[src/rtl/logit_collect_10_bf16.sv]
// Collects ten bfloat16 logit beats into a registered bank for the max-find stage.
// Short frames are padded with PAD_VALUE; short or over-long frames raise a sticky len_err.
module logit_collect_10_bf16 #(
    parameter logic [15:0] PAD_VALUE   = 16'hFF80,
    parameter int          FRAME_CNT_W = 8
) (
    input  logic                   clk,
    input  logic                   reset,
    input  logic                   in_valid,
    input  logic [15:0]            in_data,
    input  logic                   in_last,
    output logic                   in_ready,
    output logic [15:0]            logit_0,
    output logic [15:0]            logit_1,
    output logic [15:0]            logit_2,
    output logic [15:0]            logit_3,
    output logic [15:0]            logit_4,
    output logic [15:0]            logit_5,
    output logic [15:0]            logit_6,
    output logic [15:0]            logit_7,
    output logic [15:0]            logit_8,
    output logic [15:0]            logit_9,
    output logic                   bank_valid,
    input  logic                   bank_ready,
    output logic                   len_err,
    input  logic                   clr_err,
    output logic [3:0]             fill_cnt,
    output logic [FRAME_CNT_W-1:0] frame_cnt
);

    typedef enum logic {
        FILL = 1'b0,
        HOLD = 1'b1
    } state_t;

    state_t      state;
    state_t      next_state;
    logic [15:0] bank [10];

    logic accept;
    logic at_last_slot;
    logic frame_end;
    logic short_end;
    logic set_err;
    logic release_bank;

    assign in_ready     = (state == FILL);
    assign bank_valid   = (state == HOLD);

    assign accept       = in_valid && in_ready;
    assign at_last_slot = (fill_cnt == 4'd9);
    assign frame_end    = accept && (in_last || at_last_slot);
    assign short_end    = accept && in_last && !at_last_slot;
    // A frame is malformed if it ends early or runs past slot 9 without in_last.
    assign set_err      = short_end || (accept && !in_last && at_last_slot);
    assign release_bank = bank_valid && bank_ready;

    always_ff @(posedge clk or negedge reset) begin
        if (!reset) begin
            state <= FILL;
        end else begin
            state <= next_state;
        end
    end

    always_comb begin
        next_state = state;
        case (state)
            FILL: if (frame_end)    next_state = HOLD;
            HOLD: if (release_bank) next_state = FILL;
            default:                next_state = FILL;
        endcase
    end

    always_ff @(posedge clk or negedge reset) begin
        if (!reset) begin
            fill_cnt <= 4'd0;
        end else if (accept) begin
            fill_cnt <= frame_end ? 4'd0 : fill_cnt + 4'd1;
        end
    end

    // Slot fill_cnt takes the beat; on an early in_last every later slot is padded.
    always_ff @(posedge clk or negedge reset) begin
        if (!reset) begin
            for (int i = 0; i < 10; i++) begin
                bank[i] <= 16'h0000;
            end
        end else begin
            for (int i = 0; i < 10; i++) begin
                if (accept && (4'(i) == fill_cnt)) begin
                    bank[i] <= in_data;
                end else if (short_end && (4'(i) > fill_cnt)) begin
                    bank[i] <= PAD_VALUE;
                end
            end
        end
    end

    // A new error on the same edge as clr_err takes priority.
    always_ff @(posedge clk or negedge reset) begin
        if (!reset) begin
            len_err <= 1'b0;
        end else if (set_err) begin
            len_err <= 1'b1;
        end else if (clr_err) begin
            len_err <= 1'b0;
        end
    end

    always_ff @(posedge clk or negedge reset) begin
        if (!reset) begin
            frame_cnt <= '0;
        end else if (release_bank) begin
            frame_cnt <= frame_cnt + 1'b1;
        end
    end

    assign logit_0 = bank[0];
    assign logit_1 = bank[1];
    assign logit_2 = bank[2];
    assign logit_3 = bank[3];
    assign logit_4 = bank[4];
    assign logit_5 = bank[5];
    assign logit_6 = bank[6];
    assign logit_7 = bank[7];
    assign logit_8 = bank[8];
    assign logit_9 = bank[9];

endmodule

[config.mk]
export PLATFORM = sky130hd
export DESIGN_NAME = logit_collect_10_bf16
export DESIGN_NICKNAME = d
export VERILOG_FILES = /design/src/rtl/logit_collect_10_bf16.sv
export SDC_FILE = /design/constraint.sdc
export NUM_CORES = 1
export LEC_CHECK = 0
export CELL_PAD_IN_SITES_DETAIL_PLACEMENT = 1
export CELL_PAD_IN_SITES_GLOBAL_PLACEMENT = 1
export CORE_UTILIZATION = 36
export CTS_BUF_LIST = sky130_fd_sc_hd__clkbuf_8
export CTS_CLUSTER_SIZE = 20
export DETAILED_ROUTE_END_ITERATION = 8
export PLACE_DENSITY = 0.82
export SLEW_MARGIN = 20
export SYNTH_ARGS = -nofsm -noshare
export SYNTH_HDL_FRONTEND = slang
export SYNTH_SLANG_ARGS = --single-unit
[constraint.sdc]
create_clock -name clk -period 2.23 [get_ports clk]
set_clock_uncertainty 0.15 [all_clocks]
set_input_delay 0.223 -clock clk [delete_from_list [all_inputs] [get_ports clk]]
set_output_delay 0.223 -clock clk [all_outputs]
set_load 0.01 [all_outputs]
==> flow_summary.json, run 1 <==
{
  "wl_mm": 23.23,
  "gr-usage-met1_pct": 29.83,
  "vias": 5687,
  "root_buffer": "clkbuf_8",
  "yosys.cell_types.count": 52,
  "combPwrFrac_pct": 41.5,
  "synth_compound_area_share_pct": 21.13,
  "synthMuxAreaShare_pct": 4.962,
  "stdcell_area_um2": 9966,
  "ys_warn_count": 0,
  "post_cts_buffers": 0,
  "cp.arrival_ns": 2.34,
  "die_h_um": 144.5,
  "critPathKind": "flip-flop to flip-flop",
  "dieArea_um2": 20890,
  "ys_ff_latch": 174,
  "synth-edff-count": 0,
  "place_area_um2": 9589,
  "intPower_mw": 7.718,
  "multi_input_area_um2": 2630,
  "swShare_pct": 34.60,
  "seq_area_frac_synth_pct": 59.54,
  "pin_count": 197,
  "grt_pass1_wl_mm": 35.85,
  "cp.depth": 5,
  "grt_use_total_pct": 23.23,
  "power_density_nw_per_um2": 1184,
  "cp_cell_sequence": "inv_1 > ha_1 > and3b_1 > o21ai_1 > a22o_1",
  "setup_viol": 0,
  "max_freq_ghz": 0.4782,
  "grt_max_degree": 55,
  "ctsHtreeMaxLevel": 4,
  "irDropWorstVdd_mv": 0.5070,
  "dp_hpwl_mm": 16.44,
  "synth-adder-area-share_pct": 0.6843,
  "antenna_found_initial": 1,
  "n_fill_cell": 2020,
  "nNetsFinal": 783,
  "use_met3_pct": 5.762,
  "path_clk_slew_ns": 0.10,
  "wl_per_cell_um": 22.45,
  "max_cap_viol_count": 0,
  "synth_top_family_by_area": "compound AO/OA/AOI/OAI gates",
  "drt_iter0_drc": 309,
  "synth_nets": 602,
  "pwr-share-seq_pct": 40.6,
  "start_kind": "flip-flop",
  "synth_top_area_share_pct": 59.54,
  "power_frac_clock_pct": 17.9,
  "coreArea_um2": 19720,
  "outcome": "complete, no violations",
  "busiest_layer": "met2",
  "drive_gt1_share_pct": 11.82,
  "grt_pass1_vias": 6192,
  "area_growth_pct": 36.27,
  "via_per_inst": 5.495,
  "setup_tns_ns": 0,
  "seqCellArea_um2": 4355,
  "cpMaxStageDelayCell": "o21ai_1",
  "required_ns": 2.48,
  "syn_area_um2": 7313,
  "hold_viol": 0,
  "synthTopCellsByArea": "dfrtp_1 (60%), o22a_1 (7.5%), a22o_1 (5.9%)",
  "start_util_pct": 37.09,
  "syn_area_per_cell_um2": 12.70,
  "rsz0062_at_grt": "no",
  "async_flop_share_pct": 100.0,
  "p_switching_mw": 4.083,
  "worst-path-buf-inv": 1,
  "cp_slowest_stage_delay_ns": 0.53,
  "rows": 51,
  "ys_top_cells_by_count": "dfrtp_1 (174), o22a_1 (63), a22o_1 (49), clkbuf_1 (24), inv_1 (20)",
  "worst_setup_path_end_kind": "flip-flop",
  "dr.pass1.iters": 6,
  "synth_top_cell_by_area": "dfrtp_1",
  "drc": 0,
  "r2r_cells": 5,
  "leakagePower_nw": 4.066,
  "critical_path.top_delay_family": "compound AO/OA/AOI/OAI gates",
  "hold_path.class": "input pin to async pin",
  "grtUsageMet2_pct": 38.34,
  "crit_fanout": 7,
  "cts-buffers-inserted": 17,
  "synth-xor-area-share_pct": 0.9581,
  "yosysMostFrequentCell": "dfrtp_1",
  "routabilityCongestion": 0.8113,
  "drtAntennaViolNets": 0,
  "clk_latency_ns": 0.46,
  "die_w_um": 144.5,
  "clockBufferDepth": 2,
  "grt_overflow_total": 0,
  "synthSimpleGateAreaFrac_pct": 8.109,
  "slew_headroom_pct": 55.22,
  "io_buffers": 196,
  "synthCells": 576,
  "n_antenna_cell": 0,
  "tritoncts": "yes",
  "final_max_slew_viol_count": 0,
  "tightest_slew_ns": 0.6672,
  "clock-sinks": 174,
  "fin_crit_ns": 2.091,
  "ys.flop_type": "dfrtp_1",
  "fin_crit_sh_pct": 93.77
}
repair_timing:
action                                  CTS  global route
endpoints found under the setup margin    0             1
gates resized for setup                   0             1
hold buffers                              1             0
hold endpoints to repair                 49             0
worst paths after layout:
| check | start | end | slack (ns) |
|---|---|---|---|
| setup / recovery | fill_cnt[0] | logit_8[5] | 0.14 |
| hold / removal | reset | logit_0[2] | 0.15 |
| setup reg to reg | fill_cnt[0] | logit_8[5] | 0.14 |
| hold reg to reg | frame_cnt[7] | frame_cnt[7] | 0.34 |
| max in group asynchronous | reset | logit_9[0] | 1.09 |
| min in group clk | clr_err | len_err | 0.20 |
layer usage:
| metal | wire length [um] | vias up |
|---|---|---|
| met5 | 13 | - |
| met4 | 264 | 2 |
| met3 | 1703 | 18 |
| met2 | 11220 | 202 |
| met1 | 10040 | 2983 |
| li1 | - | 2482 |
placed cells by master, fill, tap and decap left out, types with 14 or more instances in the layout:
cell type        count
a211o_1             16
a22o_1              49
buf_4               18
clkbuf_8            18
clkdlybuf4s50_1    195
dfrtp_1            173
inv_1               20
mux2_2              18
mux2i_1             16
nand2_1             16
nor2_1              14
o22a_1              63
flip-flops by register name, indices dropped and copies added, names as in the netlist:
| name | count |
|---|---|
| logit_0 | 16 |
| logit_1 | 16 |
| logit_2 | 16 |
| logit_3 | 16 |
| logit_4 | 16 |
| logit_5 | 16 |
| logit_6 | 16 |
| logit_7 | 16 |
| logit_8 | 16 |
| logit_9 | 16 |
| frame_cnt | 8 |
| fill_cnt | 4 |
| bank_valid | 1 |
| len_err | 1 |
per-stage QoR:
step	utilization, %	std cells	setup slack (ns)	total power, mW	hold slack, ns
after floorplan	-	576	0.09645	7.000	-0.2226
after global placement	48.63	1002	0.1539	9.491	0.06187
after detailed placement	48.63	1002	0.004690	9.771	0.08464
after CTS	50.54	1035	0.003017	11.90	0.1485
after global routing	50.54	1035	0.009351	12.46	0.1677
final	50.54	1035	0.1390	11.80	0.1486
power by group through the flow:
stage / combinational [mW] / clock, mW / sequential, mW
after floorplan: 1.88 / 0 / 5.12
after global placement: 4.72 / 0 / 4.77
final: 4.90 / 2.11 / 4.79
after global routing: 5.27 / 2.27 / 4.91
after CTS: 4.96 / 2.15 / 4.79
after detailed placement: 4.93 / 0 / 4.84
logic make-up after synthesis:
group           count (synthesis)
compound gates                183
flops                         174
simple gates                   95
buf+inv                        78
mux                            34
xor+xnor                        8
fa+ha+maj                       4
final cells by class:
class                      count  share of cell area, %
clock inverter                14                  1.180
clock buffer                  18                  2.486
multi-input combinational    324                  26.39
timing repair buffer         220                  22.16
inverter                      20                 0.7533
tap                          265                  3.327
sequential                   174                  43.70
worst register-to-register path, delay by kind of cell (launching register included):
kind,cells,cell delay [ns]
DFF,1,0.46
buffers and inverters,1,0.13
and+or+nand+nor,1,0.23
adders and majority gates,1,0.31
AOI/OAI and AO/OA,2,0.77
No activity file was read; power rests on OpenSTA's default activity.
==> inputs of run 2 (changes only) <==
Settings changed: CORE_MARGIN from default to 2.
==> run 2 against run 1 <==
Net effect: utilization decreased by 0.59 points; critical path depth is 3 lower; fmax is 1.1% higher; first-iteration DRC count down 20%; non-clock buffer count grew 5; register-to-register slack better by 0.04 ns; sequential power rose by 1%; largest cell class unchanged; cell count up 1.1%; sequential cell count is the same.
==> flow_summary.json, run 2 (synthesized netlist as in run 1, its figures left out) <==
{
  "outcome": "complete, no violations",
  "pin_count": 197,
  "multi_input_area_um2": 2636,
  "cts-buffers-inserted": 17,
  "drt_iter0_drc": 248,
  "fin_crit_ns": 2.067,
  "use_met3_pct": 4.969,
  "root_buffer": "clkbuf_8",
  "post_cts_buffers": 0,
  "dp_cells": 1012,
  "irDropWorstVdd_mv": 0.5293,
  "cpMaxStageDelayCell": "clkdlybuf4s50_1",
  "grt_use_total_pct": 22.49,
  "max_cap_viol_count": 0,
  "gr-usage-met1_pct": 28.59,
  "grt_overflow_total": 0,
  "cp_cell_sequence": "buf_4 > clkdlybuf4s50_1",
  "start_kind": "flip-flop",
  "required_ns": 1.86,
  "routabilityCongestion": 0.8707,
  "final_cells": 1046,
  "tritoncts": "yes",
  "fin_crit_sh_pct": 92.71,
  "vias": 5695,
  "slew_headroom_pct": 54.77,
  "grtUsageMet2_pct": 38.04,
  "clk_latency_ns": 0.45,
  "clockBufferDepth": 2,
  "power_density_nw_per_um2": 1180,
  "critPathKind": "flip-flop to primary output",
  "dr.pass1.iters": 4,
  "worst_setup_path_end_kind": "primary output",
  "busiest_layer": "met2",
  "n_fill_cell": 2049,
  "seqCellArea_um2": 4357,
  "final_cell_mix": "clkdlybuf4s50_1 (195), dfrtp_1 (172), o22a_1 (63), a22o_1 (49), buf_4 (22)",
  "wl_mm": 23.65,
  "wl_per_cell_um": 22.61,
  "hold_path.class": "input pin to async pin",
  "max_freq_ghz": 0.4837,
  "drive_gt1_share_pct": 12.52,
  "power_mw": 11.85,
  "clock-sinks": 174,
  "cp_slowest_stage_delay_ns": 0.58,
  "grt_pass1_wl_mm": 36.89,
  "rows": 52,
  "tightest_slew_ns": 0.6764,
  "grt_max_degree": 56,
  "dieArea_um2": 21470,
  "setup_viol": 0,
  "leakagePower_nw": 4.098,
  "antenna_found_initial": 1,
  "grt_pass1_vias": 6177,
  "via_per_inst": 5.445,
  "ctsHtreeMaxLevel": 4,
  "final_max_slew_viol_count": 0,
  "drc": 0,
  "die_w_um": 146.5,
  "hold_viol": 0,
  "hold_slack_ns": 0.06285,
  "crit_fanout": 11,
  "drtAntennaViolNets": 0,
  "cp.arrival_ns": 1.69,
  "area_growth_pct": 37.31,
  "mostFrequentLayoutCell": "clkdlybuf4s50_1",
  "nNetsFinal": 788,
  "start_util_pct": 36.38,
  "rsz0062_at_grt": "no",
  "dp_hpwl_mm": 17.16,
  "die_h_um": 146.5,
  "worst-path-buf-inv": 2,
  "critical_path.top_delay_family": "buffers and inverters",
  "coreArea_um2": 20100,
  "path_clk_slew_ns": 0.10,
  "io_buffers": 196
}
==> run 2: final cells by class <==
type / instances / share of cell area, %
antenna: 1 / 0.02492
clock buffer: 18 / 2.467
clock inverter: 14 / 1.271
inverter: 20 / 0.7476
multi-input combinational: 324 / 26.25
sequential: 174 / 43.38
tap: 270 / 3.364
timing repair buffer: 225 / 22.49
==> run 2: repair_timing <==
action | in CTS | in global routing
resized for setup | 2 | 1
setup endpoints to repair | 3 | 9
hold buffers | 1 | 0
hold endpoints to repair | 174 | 0
==> run 2: path summary, 6_finish.rpt <==
check                      cells after the start            to    startpoint  slack, ns
max reg2reg                                    4   logit_7[14]   fill_cnt[3]       0.18
max in group asynchronous                      3   fill_cnt[2]         reset       1.21
min                                            2   logit_5[11]         reset       0.06
max                                            2   fill_cnt[1]   fill_cnt[1]       0.16
min reg2reg                                    1  frame_cnt[7]  frame_cnt[7]       0.35
min in group clk                               2       len_err       clr_err       0.18
==> run 2: through the flow <==
stage / utilization (%) / cell area [um2] / setup TNS, ns / setup WS [ns]
floorplan: - / 7313 / 0 / 0.09645
detailed placement: 47.98 / 9646 / -1.890 / -0.1376
global placement: 47.98 / 9646 / 0 / 0.06994
global route: 49.95 / 10040 / 0 / 0.06153
finish: 49.95 / 10040 / 0 / 0.1627
CTS: 49.91 / 10030 / 0 / 0.08864
==> run 2: routing by layer <==
metal,vias up,part of all wire (%)
li1,2497,-
met1,2988,42
met2,181,50
met3,29,5.7
met4,0,1.7
met5,-,0
==> run 2: report_power, final <==
group / switching [mW] / leakage (nW) / internal [mW]
Clock: 1.27 / 0.188 / 0.845
Sequential: 0.785 / 1.98 / 4.08
Combinational: 2.13 / 1.93 / 2.73
==> run 2: worst register-to-register path: stages, from the launching register on <==
cell and delay (ns):
dfrtp_2 0.55, nor4bb_2 0.44, buf_4 0.19, nand3_1 0.30
o22a_1 0.30
==> inputs of run 3 (changes only) <==
Settings changed: CAP_MARGIN from default to 10.
==> results of run 3 <==
Final layout, timing and power as in run 2 (identical DEF).
